### src/rtl/aclock_load_arbiter_if.sv
// Configuration bus between the host-side load requesters, the arbiter and
// the aclock core. Valid/ready contract: a requester raises reqN with a
// stable payload and holds it until it samples ackN = 1; ackN is a one-cycle
// pulse and err qualifies it in that same cycle only.
interface aclock_load_arbiter_if;
    // Requester side
    logic       req0;
    logic       req1;
    logic       kind0;
    logic       kind1;
    logic [5:0] hh0;
    logic [5:0] hh1;
    logic [7:0] mm0;
    logic [7:0] mm1;
    logic       ack0;
    logic       ack1;
    logic       err;
    logic       busy;
    logic       grant_id;

    // aclock side
    logic [1:0] H_in1;
    logic [3:0] H_in0;
    logic [3:0] M_in1;
    logic [3:0] M_in0;
    logic       LD_time;
    logic       LD_alarm;
    logic [1:0] H_out1;
    logic [3:0] H_out0;
    logic [3:0] M_out1;
    logic [3:0] M_out0;

    // Arbiter view
    modport slave (
        input  req0, req1, kind0, kind1, hh0, hh1, mm0, mm1,
        input  H_out1, H_out0, M_out1, M_out0,
        output ack0, ack1, err, busy, grant_id,
        output H_in1, H_in0, M_in1, M_in0, LD_time, LD_alarm
    );

    // Environment view (requesters plus aclock)
    modport master (
        output req0, req1, kind0, kind1, hh0, hh1, mm0, mm1,
        output H_out1, H_out0, M_out1, M_out0,
        input  ack0, ack1, err, busy, grant_id,
        input  H_in1, H_in0, M_in1, M_in0, LD_time, LD_alarm
    );
endinterface

### src/rtl/aclock_load_arbiter.sv
// Round-robin arbiter that loads time or alarm values into the aclock core.
// A granted payload is BCD-checked, driven with a LD_time/LD_alarm strobe of
// LD_CYCLES clocks, and for time loads read back after SETTLE_CYCLES to
// confirm the core actually took the value.
module aclock_load_arbiter #(
    parameter int LD_CYCLES     = 2,
    parameter int SETTLE_CYCLES = 2
) (
    input  logic                   clk,
    input  logic                   reset,
    aclock_load_arbiter_if.slave   bus,
    output logic [2:0]             dbg_state_o
);

    typedef enum logic [2:0] {
        S_IDLE   = 3'd0,
        S_LOAD   = 3'd1,
        S_SETTLE = 3'd2,
        S_VERIFY = 3'd3,
        S_RESP   = 3'd4
    } state_e;

    localparam int CNT_MAX = (LD_CYCLES > SETTLE_CYCLES) ? LD_CYCLES : SETTLE_CYCLES;
    localparam int CNT_W   = (CNT_MAX > 1) ? $clog2(CNT_MAX + 1) : 1;

    localparam logic [CNT_W-1:0] LD_LAST     = CNT_W'(LD_CYCLES - 1);
    localparam logic [CNT_W-1:0] SETTLE_LAST = CNT_W'(SETTLE_CYCLES - 1);

    // Hours {H1[1:0],H0[3:0]} must be 00..23, minutes {M1,M0} must be 00..59.
    function automatic logic payload_ok(input logic [5:0] hh, input logic [7:0] mm);
        logic [1:0] h1;
        logic [3:0] h0;
        logic [3:0] m1;
        logic [3:0] m0;
        h1 = hh[5:4];
        h0 = hh[3:0];
        m1 = mm[7:4];
        m0 = mm[3:0];
        return (h1 <= 2'd2) && (h0 <= 4'd9) && !((h1 == 2'd2) && (h0 > 4'd3)) &&
               (m1 <= 4'd5) && (m0 <= 4'd9);
    endfunction

    // Registered state
    state_e           state_q,      state_d;
    logic [CNT_W-1:0] cnt_q,        cnt_d;
    logic             kind_q,       kind_d;
    logic [5:0]       hh_q,         hh_d;
    logic [7:0]       mm_q,         mm_d;
    logic             grant_q,      grant_d;
    logic             last_grant_q, last_grant_d;
    logic             err_q,        err_d;

    // Arbitration candidate (meaningful only while IDLE sees a request)
    logic             any_req;
    logic             sel;
    logic             cand_kind;
    logic [5:0]       cand_hh;
    logic [7:0]       cand_mm;
    logic             cand_ok;

    // Readback and output decode helpers
    logic [13:0]      readback;
    logic             digits_en;

    // Pick the requester: a lone request wins, a tie goes to the one not served last.
    always_comb begin
        any_req = bus.req0 | bus.req1;
        if (bus.req0 && bus.req1) begin
            sel = ~last_grant_q;
        end else begin
            sel = bus.req1;
        end
        cand_kind = sel ? bus.kind1 : bus.kind0;
        cand_hh   = sel ? bus.hh1   : bus.hh0;
        cand_mm   = sel ? bus.mm1   : bus.mm0;
        cand_ok   = payload_ok(cand_hh, cand_mm);
    end

    assign readback = {bus.H_out1, bus.H_out0, bus.M_out1, bus.M_out0};

    // Next-state logic: grant in IDLE, time the strobe and settle windows, then respond.
    always_comb begin
        state_d      = state_q;
        cnt_d        = cnt_q;
        kind_d       = kind_q;
        hh_d         = hh_q;
        mm_d         = mm_q;
        grant_d      = grant_q;
        last_grant_d = last_grant_q;
        err_d        = err_q;

        case (state_q)
            S_IDLE: begin
                if (any_req) begin
                    grant_d      = sel;
                    last_grant_d = sel;
                    kind_d       = cand_kind;
                    hh_d         = cand_hh;
                    mm_d         = cand_mm;
                    cnt_d        = '0;
                    if (cand_ok) begin
                        err_d   = 1'b0;
                        state_d = S_LOAD;
                    end else begin
                        // Rejected payload: answer straight away, never strobe.
                        err_d   = 1'b1;
                        state_d = S_RESP;
                    end
                end
            end

            S_LOAD: begin
                if (cnt_q == LD_LAST) begin
                    cnt_d = '0;
                    if (kind_q) begin
                        // Alarm registers have no readback path; done after the strobe.
                        err_d   = 1'b0;
                        state_d = S_RESP;
                    end else begin
                        state_d = S_SETTLE;
                    end
                end else begin
                    cnt_d = cnt_q + CNT_W'(1);
                end
            end

            S_SETTLE: begin
                if (cnt_q == SETTLE_LAST) begin
                    cnt_d   = '0;
                    state_d = S_VERIFY;
                end else begin
                    cnt_d = cnt_q + CNT_W'(1);
                end
            end

            S_VERIFY: begin
                err_d   = (readback != {hh_q, mm_q});
                state_d = S_RESP;
            end

            S_RESP: begin
                state_d = S_IDLE;
            end

            default: begin
                state_d = S_IDLE;
            end
        endcase
    end

    // State and payload registers with synchronous reset.
    always_ff @(posedge clk) begin
        if (reset) begin
            state_q      <= S_IDLE;
            cnt_q        <= '0;
            kind_q       <= 1'b0;
            hh_q         <= '0;
            mm_q         <= '0;
            grant_q      <= 1'b0;
            last_grant_q <= 1'b1;
            err_q        <= 1'b0;
        end else begin
            state_q      <= state_d;
            cnt_q        <= cnt_d;
            kind_q       <= kind_d;
            hh_q         <= hh_d;
            mm_q         <= mm_d;
            grant_q      <= grant_d;
            last_grant_q <= last_grant_d;
            err_q        <= err_d;
        end
    end

    // Outputs decode straight from registers, so ack/strobes are glitch-free
    // and drop in the cycle after reset is sampled.
    assign digits_en = (state_q == S_LOAD) || (state_q == S_SETTLE) || (state_q == S_VERIFY);

    assign bus.H_in1    = digits_en ? hh_q[5:4] : 2'd0;
    assign bus.H_in0    = digits_en ? hh_q[3:0] : 4'd0;
    assign bus.M_in1    = digits_en ? mm_q[7:4] : 4'd0;
    assign bus.M_in0    = digits_en ? mm_q[3:0] : 4'd0;

    assign bus.LD_time  = (state_q == S_LOAD) && !kind_q;
    assign bus.LD_alarm = (state_q == S_LOAD) &&  kind_q;

    assign bus.ack0     = (state_q == S_RESP) && !grant_q;
    assign bus.ack1     = (state_q == S_RESP) &&  grant_q;
    assign bus.err      = (state_q == S_RESP) &&  err_q;
    assign bus.busy     = (state_q != S_IDLE);
    assign bus.grant_id = grant_q;

    assign dbg_state_o  = state_q;

endmodule

### src/flat_wrapper.sv
// flat-port wrapper written by rule: the top's interface ports become plain ports
module aclock_load_arbiter_flat 
#(
    parameter int LD_CYCLES     = 2,
    parameter int SETTLE_CYCLES = 2
)
  (clk, reset, dbg_state_o, bus_req0, bus_req1, bus_kind0, bus_kind1, bus_hh0, bus_hh1, bus_mm0, bus_mm1, bus_H_out1, bus_H_out0, bus_M_out1, bus_M_out0, bus_ack0, bus_ack1, bus_err, bus_busy, bus_grant_id, bus_H_in1, bus_H_in0, bus_M_in1, bus_M_in0, bus_LD_time, bus_LD_alarm);
  aclock_load_arbiter_if bus_i ();
  input  logic clk;
  input  logic reset;
  output logic [2:0] dbg_state_o;
  input wire logic [$bits(bus_i.req0)-1:0] bus_req0;
  input wire logic [$bits(bus_i.req1)-1:0] bus_req1;
  input wire logic [$bits(bus_i.kind0)-1:0] bus_kind0;
  input wire logic [$bits(bus_i.kind1)-1:0] bus_kind1;
  input wire logic [$bits(bus_i.hh0)-1:0] bus_hh0;
  input wire logic [$bits(bus_i.hh1)-1:0] bus_hh1;
  input wire logic [$bits(bus_i.mm0)-1:0] bus_mm0;
  input wire logic [$bits(bus_i.mm1)-1:0] bus_mm1;
  input wire logic [$bits(bus_i.H_out1)-1:0] bus_H_out1;
  input wire logic [$bits(bus_i.H_out0)-1:0] bus_H_out0;
  input wire logic [$bits(bus_i.M_out1)-1:0] bus_M_out1;
  input wire logic [$bits(bus_i.M_out0)-1:0] bus_M_out0;
  output wire logic [$bits(bus_i.ack0)-1:0] bus_ack0;
  output wire logic [$bits(bus_i.ack1)-1:0] bus_ack1;
  output wire logic [$bits(bus_i.err)-1:0] bus_err;
  output wire logic [$bits(bus_i.busy)-1:0] bus_busy;
  output wire logic [$bits(bus_i.grant_id)-1:0] bus_grant_id;
  output wire logic [$bits(bus_i.H_in1)-1:0] bus_H_in1;
  output wire logic [$bits(bus_i.H_in0)-1:0] bus_H_in0;
  output wire logic [$bits(bus_i.M_in1)-1:0] bus_M_in1;
  output wire logic [$bits(bus_i.M_in0)-1:0] bus_M_in0;
  output wire logic [$bits(bus_i.LD_time)-1:0] bus_LD_time;
  output wire logic [$bits(bus_i.LD_alarm)-1:0] bus_LD_alarm;
  assign bus_i.req0 = bus_req0;
  assign bus_i.req1 = bus_req1;
  assign bus_i.kind0 = bus_kind0;
  assign bus_i.kind1 = bus_kind1;
  assign bus_i.hh0 = bus_hh0;
  assign bus_i.hh1 = bus_hh1;
  assign bus_i.mm0 = bus_mm0;
  assign bus_i.mm1 = bus_mm1;
  assign bus_i.H_out1 = bus_H_out1;
  assign bus_i.H_out0 = bus_H_out0;
  assign bus_i.M_out1 = bus_M_out1;
  assign bus_i.M_out0 = bus_M_out0;
  assign bus_ack0 = bus_i.ack0;
  assign bus_ack1 = bus_i.ack1;
  assign bus_err = bus_i.err;
  assign bus_busy = bus_i.busy;
  assign bus_grant_id = bus_i.grant_id;
  assign bus_H_in1 = bus_i.H_in1;
  assign bus_H_in0 = bus_i.H_in0;
  assign bus_M_in1 = bus_i.M_in1;
  assign bus_M_in0 = bus_i.M_in0;
  assign bus_LD_time = bus_i.LD_time;
  assign bus_LD_alarm = bus_i.LD_alarm;
  aclock_load_arbiter #(.LD_CYCLES(LD_CYCLES), .SETTLE_CYCLES(SETTLE_CYCLES)) u_core (.clk(clk), .reset(reset), .bus(bus_i), .dbg_state_o(dbg_state_o));
endmodule
### config.mk
export PLATFORM = sky130hd
export DESIGN_NAME = aclock_load_arbiter_flat
export DESIGN_NICKNAME = d
export VERILOG_FILES = /design/src/rtl/aclock_load_arbiter_if.sv /design/src/rtl/aclock_load_arbiter.sv /design/src/flat_wrapper.sv
export SDC_FILE = /design/constraint.sdc
export NUM_CORES = 1
export LEC_CHECK = 0
export CAP_MARGIN = 20
export CORE_AREA = 2 2 65 67
export CTS_CLUSTER_SIZE = 8
export DETAILED_ROUTE_END_ITERATION = 6
export DIE_AREA = 0 0 67 69
export GPL_ROUTABILITY_DRIVEN = 0
export PLACE_DENSITY = 0.78
export SKIP_LAST_GASP = 1
export SLEW_MARGIN = 0
export SYNTH_ARGS = -nofsm -noshare
export SYNTH_HDL_FRONTEND = slang
export SYNTH_SLANG_ARGS = --single-unit
### constraint.sdc
create_clock -name clk -period 1.6 [get_ports clk]
set_input_delay 0.32 -clock clk [delete_from_list [all_inputs] [get_ports clk]]
set_output_delay 0.32 -clock clk [all_outputs]
set_load 0.01 [all_outputs]
==> impl_metrics.ini, run 1 <==
[status]
status = complete, but fails checks
violations = negative setup slack

[finish]
layout.nets = 330
multi_input_area_mm2 = 0.00111
fillers = 306
design_area_mm2 = 0.00274
area_delta_synth_final_pct = 76.0
antennaDiodeCount = 0
drive_above_1_share_pct = 37.4
seq_area_um2 = 469

[floorplanning]
fp.dieArea_mm2 = 0.00462
initial_core_util_pct = 39.8
dieHeight_um = 69
fp.dieW_um = 67
rows = 23
ioPinCount = 72
core-area_mm2 = 0.00391

[clock_network]
cts_tree = built
h-tree-depth = 1
postCtsHoldBufs = 0
root_buffer = clkbuf_8
cts_buffer_depth = 2
clkTransAtPathRegs_ns = 0.08
clock_latency_ns = 0.26
cts_buffers = 3
clock-sinks = 23

[timing]
timing.fmax_mhz = 603
hold_slack_ns = 0.519
worst_slack_ns = -0.0576
grt_setup_unrepaired = yes
final-setup-viol-count = 17
fin_crit_sh_pct = 104
hold_violations = 0
setup_tns_ns = -0.462
finClkSkew_ns = 0.00532
period_needed_ns = 1.66
relSlewSlack_pct = 71.6
tightest_slew_ns = 0.423
timing_max_transition_violations_final = 0

[pwr]
p_leak_nw = 1.16
power.total_mw = 2.67
ir_drop_uv = 731
power.density_mw_per_mm2 = 972

[critical_path]
worstPathRequired_ns = 1.28
crit_arrival_ns = 1.34
critPathLaunchType = flop
end_kind = output port
path_class = reg -> out
critPathMaxFanout = 4

[logic_synthesis]
syn_nets = 228
ys_async_sr_fraction_pct = 0
ys_types = 37
synth-edff-count = 0
synth.yosys.seq_area_share_pct = 29.5
synth-warning-count = 0
syn_inst = 180
ys_ff_latch = 23
synth-main-ff-cell = dfxtp_1
synth.avg_cell_area_um2 = 8.66
syn_area_mm2 = 0.00156

[global_routing]
grt_max_degree = 31
antenna_found_initial = 0
grt_pass1_wl_um = 7430
grt_use_total_pct = 20.0
overflow = 0
grt_pass1_vias = 1642

[routing]
drt_first_pass_iters = 4
drtIter0Drc = 137
routed_via_density = 5.28
ant_nets = 0
drc = 0
num_vias = 1748
routedWlPerCell_um = 16.4
routed_wl_um = 5420

[place]
dp.final_hpwl_um = 3390
io_buffers = 71
place_area_mm2 = 0.00250

[worst_hold_path]
hold_class = reg -> reg

[flow_run]
cap_violations = 0
-- cell usage after synthesis, drive strengths merged (7+ instances only) --
cell type / count / area [um^2]
and2: 14 / 87.6
dfxtp: 23 / 460
nor2: 29 / 116
mux2i: 15 / 150
xor2: 14 / 123
nor3: 7 / 46.3
a21oi: 10 / 50.1
buf: 9 / 73.8
o21ai: 10 / 50.0
a211oi: 15 / 188
-- placed cells by master, fill, tap and decap left out, types with 4 or more instances in the layout --
| cell | count |
|---|---|
| mux2i_1 | 15 |
| nor2_4 | 9 |
| a21oi_1 | 10 |
| and2_1 | 7 |
| xor2_1 | 14 |
| o21ai_0 | 9 |
| clkbuf_2 | 8 |
| buf_2 | 4 |
| buf_4 | 19 |
| a211oi_2 | 15 |
| nor2_2 | 7 |
| nor3_1 | 6 |
| clkdlybuf4s50_1 | 48 |
| nor2_1 | 13 |
| buf_6 | 22 |
| dfxtp_1 | 20 |
| and2_4 | 7 |
-- state kept, by name (all words and copies together) (netlist names) --
register             count
u_core.bus.grant_id      1
u_core.kind_q            1
u_core.hh_q              6
u_core.cnt_q             2
u_core.err_q             1
u_core.mm_q              8
u_core.last_grant_q      1
u_core.dbg_state_o       3
-- metal layers --
| layer | track usage (%) | vias to the layer above | routed length (um) |
|---|---|---|---|
| li1 | - | 845 | - |
| met1 | 27.3 | 816 | 2270 |
| met2 | 33.8 | 79 | 2710 |
| met3 | 2.45 | 8 | 362 |
| met4 | 2.95 | 0 | 85 |
| met5 | 0 | - | 0 |
-- power breakdown --
| part | internal [mW] | total, mW | switching (mW) |
|---|---|---|---|
| Clock | 0.178 | 0.369 | 0.191 |
| Combinational | 0.813 | 1.48 | 0.664 |
| Sequential | 0.687 | 0.820 | 0.133 |
-- final cells by class --
type | instances | area share, %
clock buffers | 4 | 1.64
inverters | 3 | 0.410
multi-input cells | 143 | 40.4
flip-flops and latches | 23 | 17.1
well taps | 50 | 2.28
repair buffers | 108 | 38.2
-- repair_timing --
action                                  in CTS  in global routing
endpoints found under the hold margin        0                  0
resized for setup                           68                 65
buffers inserted                             2                  2
gates cloned                                 1                  3
endpoints found under the setup margin      37                 38
pin swaps                                    1                 19
-- critical path: stages, from the launching register on --
cell and delay (ns):
dfxtp_4 0.37, nor2_4 0.14, nor2_4 0.06, buf_6 0.12
buf_4 0.13, and2_4 0.15, buf_6 0.11
-- worst paths after layout --
| kind | from | endpoint | slack [ns] | depth (start not counted) |
|---|---|---|---|---|
| setup / recovery | u_core.dbg_state_o[1] | bus_M_in0[2] | -0.06 | 6 |
| hold / removal | u_core.cnt_q[1] | u_core.cnt_q[1] | 0.52 | 1 |
| setup reg to reg | u_core.dbg_state_o[2] | u_core.mm_q[1] | -0.04 | 8 |
| hold reg to reg | u_core.cnt_q[1] | u_core.cnt_q[1] | 0.52 | 1 |
-- logic make-up (layout without fill, tap and decap cells) --
logic type                after synthesis  in the layout  synth area share (%)
xor gates and xnor gates               14             14                  7.87
muxes                                  15             15                  9.63
AOI/OAI and AO/OA                      43             43                  22.7
buffers and inverters                  14            115                  5.94
and+or+nand+nor                        71             71                  24.3
DFF                                    23             23                  29.5
-- stage by stage --
| step | worst slack (ns) | util, % | instances |
|---|---|---|---|
| after CTS | -0.0852 | 64.2 | 327 |
| final | -0.0576 | 70.1 | 331 |
| after detailed placement | -0.256 | 63.9 | 320 |
| after floorplan | 0.0186 | - | 180 |
| after global placement | -0.205 | 63.9 | 320 |
| after global routing | -0.121 | 70.1 | 331 |
Power figures use the tool's default switching activity.
==> inputs of run 2 (changes only) <==
--- a/config.mk
+++ b/config.mk
@@ -7,7 +7,6 @@
 export LEC_CHECK = 0
 export CAP_MARGIN = 20
 export CORE_AREA = 2 2 65 67
-export CTS_CLUSTER_SIZE = 8
 export DETAILED_ROUTE_END_ITERATION = 6
 export DIE_AREA = 0 0 67 69
 export GPL_ROUTABILITY_DRIVEN = 0
==> results of run 2 <==
Final layout, timing and power as in run 1 (identical DEF).
==> inputs of run 3 (changes only) <==
==> constraint.sdc (replaced) <==
create_clock -name clk -period 1.6 [get_ports clk]
set_input_delay 0.32 -clock clk [delete_from_list [all_inputs] [get_ports clk]]
set_output_delay 0.32 -clock clk [all_outputs]
set_load 0.05 [all_outputs]
==> run 3 against run 2 <==
Net effect: the run still ends with negative setup slack left; die area unchanged; sequential share of layout area fell by 0.74 points; combinational power up 5%; sequential power decreased by 0.7%; cell area rose by 4.5%; critical path type unchanged; largest cell class is now buffers; largest power group unchanged; highest routed layer unchanged.
==> impl_metrics.ini, run 3 (synthesis results as in run 1) <==
[routing]
drc = 0
ant_nets = 0
routedWlPerCell_um = 16.6
routed_via_density = 5.32
drtIter0Drc = 61
routed_wl_um = 5190
num_vias = 1665
drt_first_pass_iters = 4

[timing]
tightest_slew_ns = 0.357
period_needed_ns = 1.60
grt_setup_unrepaired = yes
fin_crit_sh_pct = 100
final-setup-viol-count = 1
timing_max_transition_violations_final = 0
worst_slack_ns = -0.00102
timing.fmax_mhz = 625
hold_violations = 0
relSlewSlack_pct = 76.0
finClkSkew_ns = 0.00278

[pwr]
power.total_mw = 2.74
p_leak_nw = 1.13
ir_drop_uv = 764
power.density_mw_per_mm2 = 957

[clock_network]
h-tree-depth = 1
clkTransAtPathRegs_ns = 0.08
root_buffer = clkbuf_8
cts_buffers = 3
clock_latency_ns = 0.26
cts_tree = built
cts_buffer_depth = 2
clock-sinks = 23
postCtsHoldBufs = 0

[global_routing]
grt_pass1_wl_um = 7810
grt_use_total_pct = 21.5
grt_pass1_vias = 1678
grt_max_degree = 31
antenna_found_initial = 0
overflow = 0

[finish]
drive_above_1_share_pct = 36.1
final_util_pct = 73.3
final_cell_mix = clkdlybuf4s50_1 (47), buf_12 (26), nor2_1 (24), dfxtp_1 (20)
largest_reg_flops = 8
fillers = 293
layout.nets = 312
layout_commonest_cell = clkdlybuf4s50_1
area_delta_synth_final_pct = 83.9
regMostFlops = u_core.mm_q
antennaDiodeCount = 0

[floorplanning]
fp.dieW_um = 67
dieHeight_um = 69
fp.dieArea_mm2 = 0.00462
core-area_mm2 = 0.00391
initial_core_util_pct = 39.8
rows = 23
ioPinCount = 72

[critical_path]
worstPathRequired_ns = 1.28
cp_slowest_cell = dfxtp_4
critPathMaxFanout = 7
path_buf_inv = 2
worstPathCellList = nor2_4, nor2_4, buf_6, and2_4, buf_12
slowest_delay_ns = 0.37
critPathTopFamily = flip-flops
end_kind = output port
path_class = reg -> out
cpMostUsedCell = nor2_4
critPathLaunchType = flop
crit_arrival_ns = 1.28

[place]
dp.final_hpwl_um = 3640
io_buffers = 71

[status]
violations = negative setup slack
status = complete, but fails checks

[worst_hold_path]
hold_class = reg -> reg

[flow_run]
cap_violations = 0
[run 3: cell types whose count changed in the layout (fill, tap and decap cells not counted), moves of 6 or more]
cell,previous run,this run
clkbuf_2,8,0
buf_4,19,12
nor2_1,13,24
nor2_2,7,1
and2_1,7,0
buf_6,22,4
and2_4,7,14
buf_12,2,26
[run 3: path summary, 6_finish.rpt]
check	slack, ns	to	depth (start not counted)	from
max reg2reg	0.12	u_core.mm_q[2]	7	u_core.dbg_state_o[0]
max	-0.001	bus_M_in0[1]	5	u_core.dbg_state_o[0]
min reg2reg	0.52	u_core.cnt_q[1]	1	u_core.cnt_q[1]
min	0.52	u_core.cnt_q[1]	1	u_core.cnt_q[1]
[run 3: final cells by class]
class                   instances  area (um^2)  share of cell area, %
inverters                       3         11.3                  0.393
multi-input cells             143         1130                   39.4
clock buffers                   4         45.0                   1.57
repair buffers                 90         1150                   40.1
flip-flops and latches         23          469                   16.4
well taps                      50         62.6                   2.18
[run 3: layer usage]
layer	vias up	global-route usage, %	part of all wire, %
li1	802	-	-
met1	791	26.4	40
met2	68	38.6	53
met3	4	2.94	6.6
met4	0	4.76	0.69
met5	-	0	0
[run 3: what timing repair did]
item | in CTS | in global routing
pin swaps | 3 | 2
setup endpoints to repair | 19 | 26
cloned | 1 | 1
gates resized for setup | 7 | 14
buffers inserted | 5 | 1
[run 3: stage by stage]
step	cells	hold WS, ns	setup WS, ns	setup TNS, ns	instance area (um^2)
detailed placement	301	0.498	-0.218	-3.57	2670
floorplan	180	0.474	-0.00403	-0.0403	1640
global route	313	0.557	-0.0405	-0.660	2870
CTS	311	0.522	-0.0200	-0.0868	2780
global placement	301	0.495	-0.223	-3.07	2670
finish	313	0.516	-0.00102	-0.00102	2870
[run 3: power by group]
| group | internal (mW) | switching (mW) | total (mW) |
|---|---|---|---|
| registers | 0.687 | 0.127 | 0.814 |
| logic | 0.767 | 0.794 | 1.56 |
| clock network | 0.178 | 0.191 | 0.369 |
| total | 1.63 | 1.11 | 2.74 |
